$ cat src/rtl/pong_vga_renderer_if.sv
// Game-state / video bundle between the pong game logic and the VGA renderer.
// The game side drives coordinates and consumes the frame tick; the renderer does the reverse.
interface pong_vga_renderer_if #(
  parameter int BIT_WIDTH = 10
);
  logic [BIT_WIDTH:0] ball_x;
  logic [BIT_WIDTH:0] ball_y;
  logic [BIT_WIDTH:0] p1y;
  logic [BIT_WIDTH:0] p2y;
  logic               hsync;
  logic               vsync;
  logic               de;
  logic [11:0]        rgb;
  logic               frame_tick;

  modport master (
    output ball_x, ball_y, p1y, p2y,
    input  hsync, vsync, de, rgb, frame_tick
  );

  modport slave (
    input  ball_x, ball_y, p1y, p2y,
    output hsync, vsync, de, rgb, frame_tick
  );
endinterface

$ cat src/rtl/pong_vga_renderer.sv
// VGA timing generator and pong scene renderer: shadows game coordinates at vblank
// and emits registered sync/de/rgb one pixel-enable cycle after the counters.
module pong_vga_renderer #(
  parameter int BIT_WIDTH     = 10,
  parameter int BALL_RADIUS   = 4,
  parameter int PADDLE_RADIUS = 8,
  parameter int PADDLE_HALF_W = 2,
  parameter int P1X           = 50,
  parameter int P2X           = 590,
  parameter int H_VISIBLE     = 640,
  parameter int H_FRONT       = 16,
  parameter int H_SYNC        = 96,
  parameter int H_BACK        = 48,
  parameter int V_VISIBLE     = 480,
  parameter int V_FRONT       = 10,
  parameter int V_SYNC        = 2,
  parameter int V_BACK        = 33
) (
  input  logic                clk,
  input  logic                rst,
  input  logic                pix_en,
  pong_vga_renderer_if.slave  vif
);

  localparam int H_TOTAL = H_VISIBLE + H_FRONT + H_SYNC + H_BACK;
  localparam int V_TOTAL = V_VISIBLE + V_FRONT + V_SYNC + V_BACK;
  localparam int TW      = $clog2(H_TOTAL > V_TOTAL ? H_TOTAL : V_TOTAL);
  localparam int CW      = BIT_WIDTH + 2;

  typedef logic [CW-1:0]    ext_t;
  typedef logic [BIT_WIDTH:0] coord_t;

  logic [TW-1:0] h_cnt, v_cnt;
  coord_t        sbx, sby, sp1, sp2;
  logic          end_line, load_frame;

  logic          hsync_q, vsync_q, de_q;
  logic [11:0]   rgb_q;

  logic          visible, ball_hit, p1_hit, p2_hit, net_hit;
  logic          hsync_nxt, vsync_nxt;
  logic [11:0]   rgb_nxt;
  ext_t          px, py;

  // Radius is added to both sides so coordinates near 0 never underflow.
  function automatic logic near(input ext_t a, input ext_t c, input ext_t r);
    return (a + r >= c) && (a <= c + r);
  endfunction

  assign end_line   = (h_cnt == TW'(H_TOTAL - 1));
  assign load_frame = end_line && (v_cnt == TW'(V_VISIBLE - 1));

  assign px = ext_t'(h_cnt);
  assign py = ext_t'(v_cnt);

  always_comb begin
    visible   = (h_cnt < TW'(H_VISIBLE)) && (v_cnt < TW'(V_VISIBLE));
    ball_hit  = near(px, ext_t'(sbx), ext_t'(BALL_RADIUS)) &&
                near(py, ext_t'(sby), ext_t'(BALL_RADIUS));
    p1_hit    = near(px, ext_t'(P1X), ext_t'(PADDLE_HALF_W)) &&
                near(py, ext_t'(sp1), ext_t'(PADDLE_RADIUS));
    p2_hit    = near(px, ext_t'(P2X), ext_t'(PADDLE_HALF_W)) &&
                near(py, ext_t'(sp2), ext_t'(PADDLE_RADIUS));
    net_hit   = ((h_cnt == TW'(H_VISIBLE / 2 - 1)) || (h_cnt == TW'(H_VISIBLE / 2))) &&
                !v_cnt[3];
    hsync_nxt = !((h_cnt >= TW'(H_VISIBLE + H_FRONT)) &&
                  (h_cnt <  TW'(H_VISIBLE + H_FRONT + H_SYNC)));
    vsync_nxt = !((v_cnt >= TW'(V_VISIBLE + V_FRONT)) &&
                  (v_cnt <  TW'(V_VISIBLE + V_FRONT + V_SYNC)));
    if (!visible)      rgb_nxt = 12'h000;
    else if (ball_hit) rgb_nxt = 12'hFFF;
    else if (p1_hit)   rgb_nxt = 12'hF00;
    else if (p2_hit)   rgb_nxt = 12'h00F;
    else if (net_hit)  rgb_nxt = 12'h888;
    else               rgb_nxt = 12'h000;
  end

  always_ff @(posedge clk) begin
    if (rst) begin
      h_cnt   <= '0;
      v_cnt   <= '0;
      sbx     <= coord_t'(H_VISIBLE / 2);
      sby     <= coord_t'(V_VISIBLE / 2);
      sp1     <= coord_t'(V_VISIBLE / 2);
      sp2     <= coord_t'(V_VISIBLE / 2);
      hsync_q <= 1'b1;
      vsync_q <= 1'b1;
      de_q    <= 1'b0;
      rgb_q   <= '0;
    end else if (pix_en) begin
      h_cnt <= end_line ? '0 : h_cnt + TW'(1);
      if (end_line)
        v_cnt <= (v_cnt == TW'(V_TOTAL - 1)) ? '0 : v_cnt + TW'(1);
      if (load_frame) begin
        sbx <= vif.ball_x;
        sby <= vif.ball_y;
        sp1 <= vif.p1y;
        sp2 <= vif.p2y;
      end
      hsync_q <= hsync_nxt;
      vsync_q <= vsync_nxt;
      de_q    <= visible;
      rgb_q   <= rgb_nxt;
    end
  end

  // Tick marks the cycle whose closing edge loads the shadows and enters vblank.
  assign vif.frame_tick = pix_en && !rst && load_frame;
  assign vif.hsync      = hsync_q;
  assign vif.vsync      = vsync_q;
  assign vif.de         = de_q;
  assign vif.rgb        = rgb_q;

endmodule

$ cat src/flat_wrapper.sv
// flat-port wrapper written by rule: the top's interface ports become plain ports
module pong_vga_renderer_flat 
#(
  parameter int BIT_WIDTH     = 10,
  parameter int BALL_RADIUS   = 4,
  parameter int PADDLE_RADIUS = 8,
  parameter int PADDLE_HALF_W = 2,
  parameter int P1X           = 50,
  parameter int P2X           = 590,
  parameter int H_VISIBLE     = 640,
  parameter int H_FRONT       = 16,
  parameter int H_SYNC        = 96,
  parameter int H_BACK        = 48,
  parameter int V_VISIBLE     = 480,
  parameter int V_FRONT       = 10,
  parameter int V_SYNC        = 2,
  parameter int V_BACK        = 33
)
  (clk, rst, pix_en, vif_ball_x, vif_ball_y, vif_p1y, vif_p2y, vif_hsync, vif_vsync, vif_de, vif_rgb, vif_frame_tick);
  pong_vga_renderer_if #(.BIT_WIDTH(BIT_WIDTH)) vif_i ();
  input  logic clk;
  input  logic rst;
  input  logic pix_en;
  input wire logic [$bits(vif_i.ball_x)-1:0] vif_ball_x;
  input wire logic [$bits(vif_i.ball_y)-1:0] vif_ball_y;
  input wire logic [$bits(vif_i.p1y)-1:0] vif_p1y;
  input wire logic [$bits(vif_i.p2y)-1:0] vif_p2y;
  output wire logic [$bits(vif_i.hsync)-1:0] vif_hsync;
  output wire logic [$bits(vif_i.vsync)-1:0] vif_vsync;
  output wire logic [$bits(vif_i.de)-1:0] vif_de;
  output wire logic [$bits(vif_i.rgb)-1:0] vif_rgb;
  output wire logic [$bits(vif_i.frame_tick)-1:0] vif_frame_tick;
  assign vif_i.ball_x = vif_ball_x;
  assign vif_i.ball_y = vif_ball_y;
  assign vif_i.p1y = vif_p1y;
  assign vif_i.p2y = vif_p2y;
  assign vif_hsync = vif_i.hsync;
  assign vif_vsync = vif_i.vsync;
  assign vif_de = vif_i.de;
  assign vif_rgb = vif_i.rgb;
  assign vif_frame_tick = vif_i.frame_tick;
  pong_vga_renderer #(.BIT_WIDTH(BIT_WIDTH), .BALL_RADIUS(BALL_RADIUS), .PADDLE_RADIUS(PADDLE_RADIUS), .PADDLE_HALF_W(PADDLE_HALF_W), .P1X(P1X), .P2X(P2X), .H_VISIBLE(H_VISIBLE), .H_FRONT(H_FRONT), .H_SYNC(H_SYNC), .H_BACK(H_BACK), .V_VISIBLE(V_VISIBLE), .V_FRONT(V_FRONT), .V_SYNC(V_SYNC), .V_BACK(V_BACK)) u_core (.clk(clk), .rst(rst), .pix_en(pix_en), .vif(vif_i));
endmodule
$ cat config.mk
export PLATFORM = sky130hd
export DESIGN_NAME = pong_vga_renderer_flat
export DESIGN_NICKNAME = d
export VERILOG_FILES = /design/src/rtl/pong_vga_renderer_if.sv /design/src/rtl/pong_vga_renderer.sv /design/src/flat_wrapper.sv
export SDC_FILE = /design/constraint.sdc
export NUM_CORES = 1
export LEC_CHECK = 0
export BUFFER_PORTS_ARGS = -buffer_cell sky130_fd_sc_hd__buf_2
export CORE_ASPECT_RATIO = 1.4
export CORE_MARGIN = 2
export CORE_UTILIZATION = 45
export DETAILED_ROUTE_END_ITERATION = 16
export PLACE_DENSITY = 0.65
export SLEW_MARGIN = 10
export SYNTH_ARGS = -nofsm -noshare
export SYNTH_HDL_FRONTEND = slang
export SYNTH_SLANG_ARGS = --single-unit
$ cat constraint.sdc
create_clock -name clk -period 9 [get_ports clk]
set_input_delay 1.8 -clock clk [delete_from_list [all_inputs] [get_ports clk]]
set_output_delay 1.8 -clock clk [all_outputs]
set_load 0.05 [all_outputs]
==> results of run 1 <==
[flip-flops by register name, indices dropped and copies added (netlist names)]
name and flops:
u_core.v_cnt 10, u_core.sbx 11, u_core.vif.rgb 6, u_core.vif.de 1, u_core.vif.hsync 1, u_core.h_cnt 10
u_core.sp1 11, u_core.sby 11, u_core.vif.vsync 1, u_core.sp2 11
[cells by family after synthesis]
family,after synthesis,share of synthesized area
fa+ha+maj,93,0.198
mux,5,0.00851
buf+inv,97,0.0732
flops,73,0.248
simple gates,273,0.226
xor+xnor,59,0.0878
compound gates,145,0.158
[per-stage QoR]
step / setup slack [ps] / hold slack [ps] / instances / instance area, um^2 / total power [mW]
finish: 3490 / 456 / 937 / 6510 / 0.758
global route: 3340 / 471 / 937 / 6510 / 0.783
CTS: 3490 / 457 / 937 / 6510 / 0.765
detailed placement: 3500 / 448 / 921 / 6180 / 0.365
global placement: 3490 / 445 / 921 / 6180 / 0.364
floorplan: 3490 / 436 / 745 / 5880 / 0.350
[layer usage]
layer	vias to the layer above	track usage	part of all wire	routed length (um)
li1	2667	-	-	-
met1	2479	0.254	0.40	6120
met2	116	0.406	0.52	8000
met3	46	0.0347	0.034	513
met4	0	0.107	0.040	612
met5	-	0	0	0
[area by class of cell]
class                      instances  area (um^2)
clock buffer                      10          239
clock inverter                     6         90.1
fill                            1220         6300
inverter                          55          206
multi-input combinational        575         3990
sequential                        73         1460
tap                              153          191
timing repair buffer              65          333
[Yosys cell counts, types with 2 or more instances]
| library cell | n |
|---|---|
| nand3_2 | 2 |
| o211ai_1 | 6 |
| buf_6 | 3 |
| a211oi_1 | 4 |
| xor2_1 | 13 |
| a41oi_1 | 2 |
| buf_2 | 5 |
| nand2_1 | 94 |
| a2111oi_0 | 7 |
| inv_1 | 55 |
| a31oi_1 | 8 |
| xnor2_1 | 46 |
| o21ai_0 | 22 |
| dfxtp_1 | 73 |
| nand3_1 | 38 |
| o21a_1 | 3 |
| nor2_1 | 59 |
| o2111ai_1 | 2 |
| o31ai_1 | 3 |
| nor4_1 | 3 |
| nor3b_1 | 3 |
| or4_1 | 3 |
| nand2b_1 | 16 |
| and4_1 | 2 |
| and3_1 | 10 |
| a21oi_1 | 56 |
| nor2b_1 | 7 |
| ha_1 | 93 |
| a211o_1 | 15 |
| buf_1 | 3 |
| clkbuf_1 | 21 |
| nand4_1 | 20 |
| nor4_4 | 2 |
| buf_4 | 10 |
| o32ai_1 | 2 |
| mux2i_1 | 5 |
| or3_1 | 2 |
| a21boi_0 | 2 |
| o21bai_1 | 4 |
| nor3_1 | 7 |
[power by group through the flow]
stage | clock (mW) | sequential, mW | combinational, mW
after detailed placement | 0 | 0.334 | 0.0308
after global placement | 0 | 0.334 | 0.0301
final | 0.401 | 0.327 | 0.0305
after CTS | 0.408 | 0.327 | 0.0309
after floorplan | 0 | 0.334 | 0.0154
after global routing | 0.422 | 0.327 | 0.0342
[worst register-to-register path, stage by stage (launching register included)]
cell	delay (ps)
dfxtp_1	670
ha_1	390
nand3_1	150
xnor2_1	190
ha_1	320
a21oi_1	150
a21boi_0	120
a2111oi_0	410
o21ai_0	160
a31oi_1	230
or4b_1	310
a41oi_1	150
[worst paths after layout]
path / to / cells past startpoint / slack (ps)
worst min-delay path: u_core.sp1[10]$_SDFFE_PP0P_ / 2 / 460
worst max register to register: u_core.vif.rgb[11]$_SDFFE_PP0P_ / 11 / 5580
worst min register to register: u_core.sp1[10]$_SDFFE_PP0P_ / 2 / 460
worst max-delay path: vif_frame_tick / 7 / 3490
==> flow_metrics.py, run 1 <==
metrics = {
    "pwr": {
        "p_leak_nw": 2.73,
        "internal_power_mw": 0.589,
        "pwr-share-clk": 0.529,
        "p_comb_frac": 0.040,
        "power_density_mw_per_mm2": 116,
        "peakVddDrop_uv": 124,
        "net-switching-power_mw": 0.169,
        "seqPwrFrac": 0.431,
        "switching_share": 0.223,
    },
    "timing": {
        "setup_viol": 0,
        "slew_headroom": 0.511,
        "min_period_ps": 5510,
        "finalMaxSlewViolations": 0,
        "worst_pin_slew_ps": 732,
        "finalHoldViolCount": 0,
        "fin_crit_sh": 0.613,
        "finalSetupTns_ps": 0,
        "rsz0062_at_grt": "false",
        "clock.fmax_mhz": 181,
        "skew_ps": 8.86,
    },
    "layout": {
        "diodes": 0,
        "fin_nets": 919,
        "layout_commonest_cell": "nand2_1",
        "drive_gt1_frac": 0.108,
        "final_util": 0.508,
        "syn_to_final_growth_pct": 10.7,
        "mostFrequentLayoutCells": "94 x nand2_1, 93 x ha_1, 73 x dfxtp_1, 62 x buf_2, 59 x nor2_1",
    },
    "job": {
        "maxCapViolations": 0,
    },
    "setup_path": {
        "crit_fanout": 20,
        "arrival_ps": 3710,
        "crit_buf_inv": 2,
        "crit_path_frequent_cell": "buf_2",
        "r2r_start": "u_core.v_cnt[3]$_SDFFE_PP0P_",
        "crit_path_end_kind": "output port",
        "cpPeakStageDelay_ps": 600,
        "worstSetupPathType": "input port to output port",
        "cp.required_ps": 7200,
        "cp-start-kind": "input port",
        "cp_cell_sequence": "buf_2 -> nand2_1 -> nor4_4 -> nand3_2 -> or4_1 -> nor2_1 -> buf_2",
        "slowest_stage": "or4_1",
        "cp_top_family": "simple AND/OR/NAND/NOR gates",
        "crit_start": "pix_en",
    },
    "placement": {
        "portBuffers": 62,
        "hpwl_um": 11700,
        "place_congestion": 0.866,
    },
    "global_routing": {
        "grt_antenna_before_repair": 0,
        "gr-total-overflow": 0,
        "grt_pass1_wl_um": 25400,
        "grt_max_degree": 60,
        "grt_pass1_vias": 5307,
        "track_usage": 0.225,
    },
    "die": {
        "num_rows": 49,
        "dieArea_mm2": 0.0140,
        "io_pins": 63,
        "fp.dieH_um": 139,
        "start_util": 0.459,
        "core_mm2": 0.0128,
        "dieWidth_um": 101,
    },
    "detailed_routing": {
        "drc": 0,
        "via_per_inst": 5.66,
        "postRouteAntennaNets": 0,
        "drt_iter0_drc": 162,
        "wl_um": 15300,
        "dr.pass1.iters": 4,
        "vias": 5308,
        "wl_per_cell_um": 16.3,
    },
    "clocking": {
        "htree_levels": 3,
        "postCtsSetupBuffers": 0,
        "clockRootBuffer": "clkbuf_16",
        "cts_tree": "yes",
        "clk_latency_ps": 340,
        "clk_pin_slew_worst_paths_ps": 60,
        "hold_buffers": 0,
        "clockBufferDepth": 2,
        "cts_resized": 0,
        "cts_buffers": 9,
        "cts_sinks": 73,
    },
    "synthesis": {
        "syn-num-nets": 885,
        "synthArstFlopShare": 0,
        "synth_ff_type": "dfxtp_1",
        "syn-instance-count": 745,
        "synth_cell_type_count": 54,
        "yosys.area.top_type": "dfxtp_1",
        "synth_area_leaders": "dfxtp_1 25%, ha_1 20%, xnor2_1 6.8%",
        "synth_seq_area_share": 0.248,
        "synth_top_area_share": 0.248,
        "ys_ff_latch": 73,
        "syn-cell-area_mm2": 0.00588,
        "postSynthAreaPerCell_um2": 7.90,
        "synth_edf_count": 0,
        "synth_warnings": 0,
    },
    "status": {
        "status": "completed",
    },
    "worst_hold_path": {
        "hold_path_class": "flop to flop",
        "hold_start": "u_core.sp1[10]$_SDFFE_PP0P_",
    },
}
(Power assumes the default switching activity.)
==> inputs of run 2 (changes only) <==
Clock period 9 ns to 5.44 ns, I/O delays scaled along.
==> flow_metrics.py, run 2 (synthesis gave the netlist of run 1 again) <==
metrics = {
    "setup_path": {
        "r2r_start": "u_core.v_cnt[3]$_SDFFE_PP0P_",
        "crit_path_end_kind": "output port",
        "r2r_setup_slack_ps": 2000,
        "cp.required_ps": 4350,
        "crit_start": "pix_en",
        "worstSetupPathType": "input port to output port",
        "arrival_ps": 3030,
        "cp-start-kind": "input port",
        "crit_fanout": 20,
    },
    "layout": {
        "syn_to_final_growth_pct": 10.5,
        "stdcell_count": 937,
        "fin_nets": 919,
        "drive_gt1_frac": 0.108,
        "mostFrequentLayoutCells": "94 x nand2_1, 93 x ha_1, 73 x dfxtp_1, 62 x buf_2, 59 x nor2_1",
        "finalInstanceArea_mm2": 0.00650,
        "final_util": 0.508,
        "diodes": 0,
        "layout_commonest_cell": "nand2_1",
    },
    "detailed_routing": {
        "vias": 5327,
        "via_per_inst": 5.69,
        "wl_um": 15400,
        "dr.pass1.iters": 5,
        "wl_per_cell_um": 16.5,
        "drt_iter0_drc": 175,
        "postRouteAntennaNets": 0,
        "drc": 0,
    },
    "pwr": {
        "peakVddDrop_uv": 144,
        "power_density_mw_per_mm2": 191,
        "p_leak_nw": 2.72,
        "finalPower_mw": 1.24,
    },
    "clocking": {
        "clockBufferDepth": 2,
        "clk_pin_slew_worst_paths_ps": 60,
        "hold_buffers": 0,
        "postCtsSetupBuffers": 0,
        "cts_buffers": 9,
        "cts_sinks": 73,
        "cts_resized": 0,
        "htree_levels": 3,
        "clockRootBuffer": "clkbuf_16",
        "cts_tree": "yes",
        "clk_latency_ps": 340,
    },
    "timing": {
        "hold_ws_ps": 453,
        "min_period_ps": 4120,
        "skew_ps": 10.7,
        "finalMaxSlewViolations": 0,
        "layout_setup_ws_ps": 1320,
        "clock.fmax_mhz": 243,
        "finalSetupTns_ps": 0,
        "fin_crit_sh": 0.757,
        "finalHoldViolCount": 0,
        "rsz0062_at_grt": "false",
        "setup_viol": 0,
        "slew_headroom": 0.524,
        "worst_pin_slew_ps": 714,
    },
    "worst_hold_path": {
        "hold_start": "u_core.sp1[10]$_SDFFE_PP0P_",
        "hold_path_class": "flop to flop",
    },
    "die": {
        "dieWidth_um": 101,
        "dieArea_mm2": 0.0140,
        "core_mm2": 0.0128,
        "start_util": 0.459,
        "num_rows": 49,
        "io_pins": 63,
        "fp.dieH_um": 139,
    },
    "placement": {
        "hpwl_um": 11800,
        "pre_cts_ws_ps": 1350,
        "placed_area_mm2": 0.00618,
        "portBuffers": 62,
        "place_congestion": 0.876,
        "placed_cells_incl_taps": 921,
    },
    "global_routing": {
        "grt_pass1_vias": 5319,
        "grt_antenna_before_repair": 0,
        "gr-total-overflow": 0,
        "grt_max_degree": 59,
        "track_usage": 0.228,
        "grt_pass1_wl_um": 25500,
    },
    "status": {
        "status": "completed",
    },
    "job": {
        "maxCapViolations": 0,
    },
}
==> run 2: changes by cell type in the layout (fill, tap and decap cells not counted) <==
cell      before  now
clkbuf_8       1    0
clkinv_2       1    2
clkinv_4       1    2
inv_6          1    0
==> run 2: worst max-delay path, cell delays in order <==
cell and delay [ps]:
buf_2 290, nand2_1 160, nor4_4 290, nand3_2 200
or4_1 570, nor2_1 140, buf_2 280
==> run 2: power by group <==
| part | internal [mW] | total, mW | switching, mW | leakage (nW) |
|---|---|---|---|---|
| Clock | 0.402 | 0.648 | 0.246 | 0.155 |
| Sequential | 0.537 | 0.541 | 0.00408 | 0.589 |
| Combinational | 0.0230 | 0.0516 | 0.0287 | 1.98 |
| Total | 0.961 | 1.24 | 0.279 | 2.72 |
==> run 2: area by class of cell <==
cell class                      count  area (um^2)
Fill cell                        1258         6310
Sequential cell                    73         1460
Timing Repair Buffer               65          333
Multi-Input combinational cell    575         3990
Inverter                           55          206
Clock buffer                        9          225
Clock inverter                      7         95.1
Tap cell                          153          191
==> run 2: per-layer routing <==
layer / vias up / global-route usage / share of wire
li1: 2679 / - / -
met1: 2480 / 0.257 / 0.41
met2: 126 / 0.411 / 0.52
met3: 42 / 0.0362 / 0.033
met4: 0 / 0.102 / 0.040
met5: - / 0 / 0
==> run 2: worst paths after layout <==
kind / endpoint / depth (start not counted)
setup / recovery: vif_frame_tick / 7
setup reg to reg: u_core.vif.rgb[11]$_SDFFE_PP0P_ / 11
hold reg to reg: u_core.sp1[10]$_SDFFE_PP0P_ / 2
hold / removal: u_core.sp1[10]$_SDFFE_PP0P_ / 2
==> inputs of run 3 (changes only) <==
Settings changed: PLACE_DENSITY 0.65 to 0.67.
Clock period 5.44 ns to 3.7 ns, I/O delays scaled along.
==> flow_metrics.py, run 3 (synthesis gave the netlist of run 1 again) <==
metrics = {
    "status": {
        "status": "completed",
    },
    "setup_path": {
        "cp.required_ps": 2960,
        "cp-start-kind": "flop",
        "r2r_setup_slack_ps": 470,
        "crit_fanout": 9,
        "rr_endpoint": "u_core.vif.rgb[11]$_SDFFE_PP0P_",
        "worstSetupPathType": "flop to output port",
        "crit_path_end_kind": "output port",
        "arrival_ps": 2750,
        "r2r_start": "u_core.v_cnt[3]$_SDFFE_PP0P_",
        "reg2reg_depth": 11,
        "cp-endpoint": "vif_frame_tick",
        "crit_start": "u_core.h_cnt[1]$_SDFFE_PP0P_",
    },
    "timing": {
        "skew_ps": 5.94,
        "rsz0062_at_grt": "false",
        "finalMaxSlewViolations": 0,
        "worst_pin_slew_ps": 640,
        "finalHoldViolCount": 0,
        "clock.fmax_mhz": 287,
        "min_period_ps": 3490,
        "hold_ws_ps": 454,
        "finalSetupTns_ps": 0,
        "setup_viol": 0,
        "fin_crit_sh": 0.942,
        "slew_headroom": 0.572,
    },
    "placement": {
        "place_congestion": 0.892,
        "hpwl_um": 11900,
        "placed_area_mm2": 0.00627,
        "portBuffers": 62,
    },
    "clocking": {
        "clockRootBuffer": "clkbuf_16",
        "cts_buffers": 9,
        "clk_pin_slew_worst_paths_ps": 60,
        "clk_latency_ps": 340,
        "postCtsSetupBuffers": 0,
        "cts_tree": "yes",
        "hold_buffers": 0,
        "clockBufferDepth": 2,
        "cts_resized": 0,
        "cts_sinks": 73,
        "htree_levels": 3,
    },
    "detailed_routing": {
        "postRouteAntennaNets": 0,
        "vias": 5394,
        "drc": 0,
        "dr.pass1.iters": 5,
        "via_per_inst": 5.68,
        "wl_per_cell_um": 16.3,
        "drt_iter0_drc": 258,
        "wl_um": 15500,
    },
    "global_routing": {
        "grt_max_degree": 34,
        "grt_pass1_vias": 5403,
        "grt_antenna_before_repair": 0,
        "gr-total-overflow": 0,
        "grt_pass1_wl_um": 25500,
        "track_usage": 0.226,
    },
    "layout": {
        "layout_commonest_cell": "nand2_1",
        "nFillCells": 1224,
        "finalInstanceArea_mm2": 0.00660,
        "mostFrequentLayoutCells": "94 x nand2_1, 93 x ha_1, 72 x dfxtp_1, 62 x buf_2, 59 x nor2_1",
        "syn_to_final_growth_pct": 12.1,
        "fin_nets": 931,
        "diodes": 0,
        "drive_gt1_frac": 0.123,
    },
    "worst_hold_path": {
        "hold_path_class": "flop to flop",
    },
    "pwr": {
        "finalPower_mw": 1.81,
        "power_density_mw_per_mm2": 275,
        "peakVddDrop_uv": 223,
        "p_leak_nw": 2.79,
    },
    "die": {
        "num_rows": 49,
        "io_pins": 63,
        "start_util": 0.459,
        "fp.dieH_um": 139,
        "dieWidth_um": 101,
        "dieArea_mm2": 0.0140,
        "core_mm2": 0.0128,
    },
    "job": {
        "maxCapViolations": 0,
    },
}
[run 3: cell types whose count changed in the layout (fill, tap and decap cells not counted), sizes merged]
cell / previous run / this run
buf: 65 / 77
[run 3: final cells by class]
| class | instances | area (um^2) | share of cell area |
|---|---|---|---|
| sequential | 73 | 1460 | 0.222 |
| clock inverter | 7 | 95.1 | 0.0144 |
| tap | 153 | 191 | 0.0290 |
| multi-input combinational | 575 | 3990 | 0.605 |
| timing repair buffer | 77 | 423 | 0.0641 |
| clock buffer | 9 | 225 | 0.0341 |
| inverter | 55 | 206 | 0.0313 |
[run 3: critical path, cell delays in order (launching register included)]
cell     delay [ps]
dfxtp_1         500
ha_1            280
nand3_2         140
nor4_4          320
nand3_2         210
or4_1           560
nor2_1          120
buf_2           280
[run 3: metrics by stage]
stage,instances,setup WS [ps],utilization
after floorplan,745,161,-
final,949,214,0.515
after global routing,949,16.1,0.515
after global placement,933,553,0.490
after detailed placement,933,500,0.490
after CTS,949,144,0.515
[run 3: worst min path at each step]
stage / end / cells after the start / from
final: u_core.sp1[2]$_SDFFE_PP0P_ / 2 / u_core.sp1[2]$_SDFFE_PP0P_
after global routing: u_core.sp1[2]$_SDFFE_PP0P_ / 2 / u_core.sp1[2]$_SDFFE_PP0P_
after CTS: u_core.sp1[2]$_SDFFE_PP0P_ / 2 / u_core.sp1[2]$_SDFFE_PP0P_
after detailed placement: u_core.sp1[2]$_SDFFE_PP0P_ / 2 / u_core.sp1[2]$_SDFFE_PP0P_
after global placement: u_core.sp2[1]$_SDFFE_PP0P_ / 2 / u_core.sp2[1]$_SDFFE_PP0P_
after floorplan: u_core.sbx[1]$_SDFFE_PP0P_ / 2 / u_core.sbx[1]$_SDFFE_PP0P_
[run 3: power breakdown]
part           internal, mW  switching [mW]  leakage [nW]
Sequential            0.789         0.00557         0.590
Combinational        0.0344          0.0429          2.04
Clock                 0.590           0.351         0.155
[run 3: layer usage]
layer / wire length [um] / up-vias / part of all wire / track usage
met5: 0 / - / 0 / 0
met2: 7920 / 142 / 0.51 / 0.398
met3: 583 / 43 / 0.038 / 0.0352
met4: 612 / 0 / 0.040 / 0.110
li1: - / 2692 / - / -
met1: 6360 / 2517 / 0.41 / 0.261
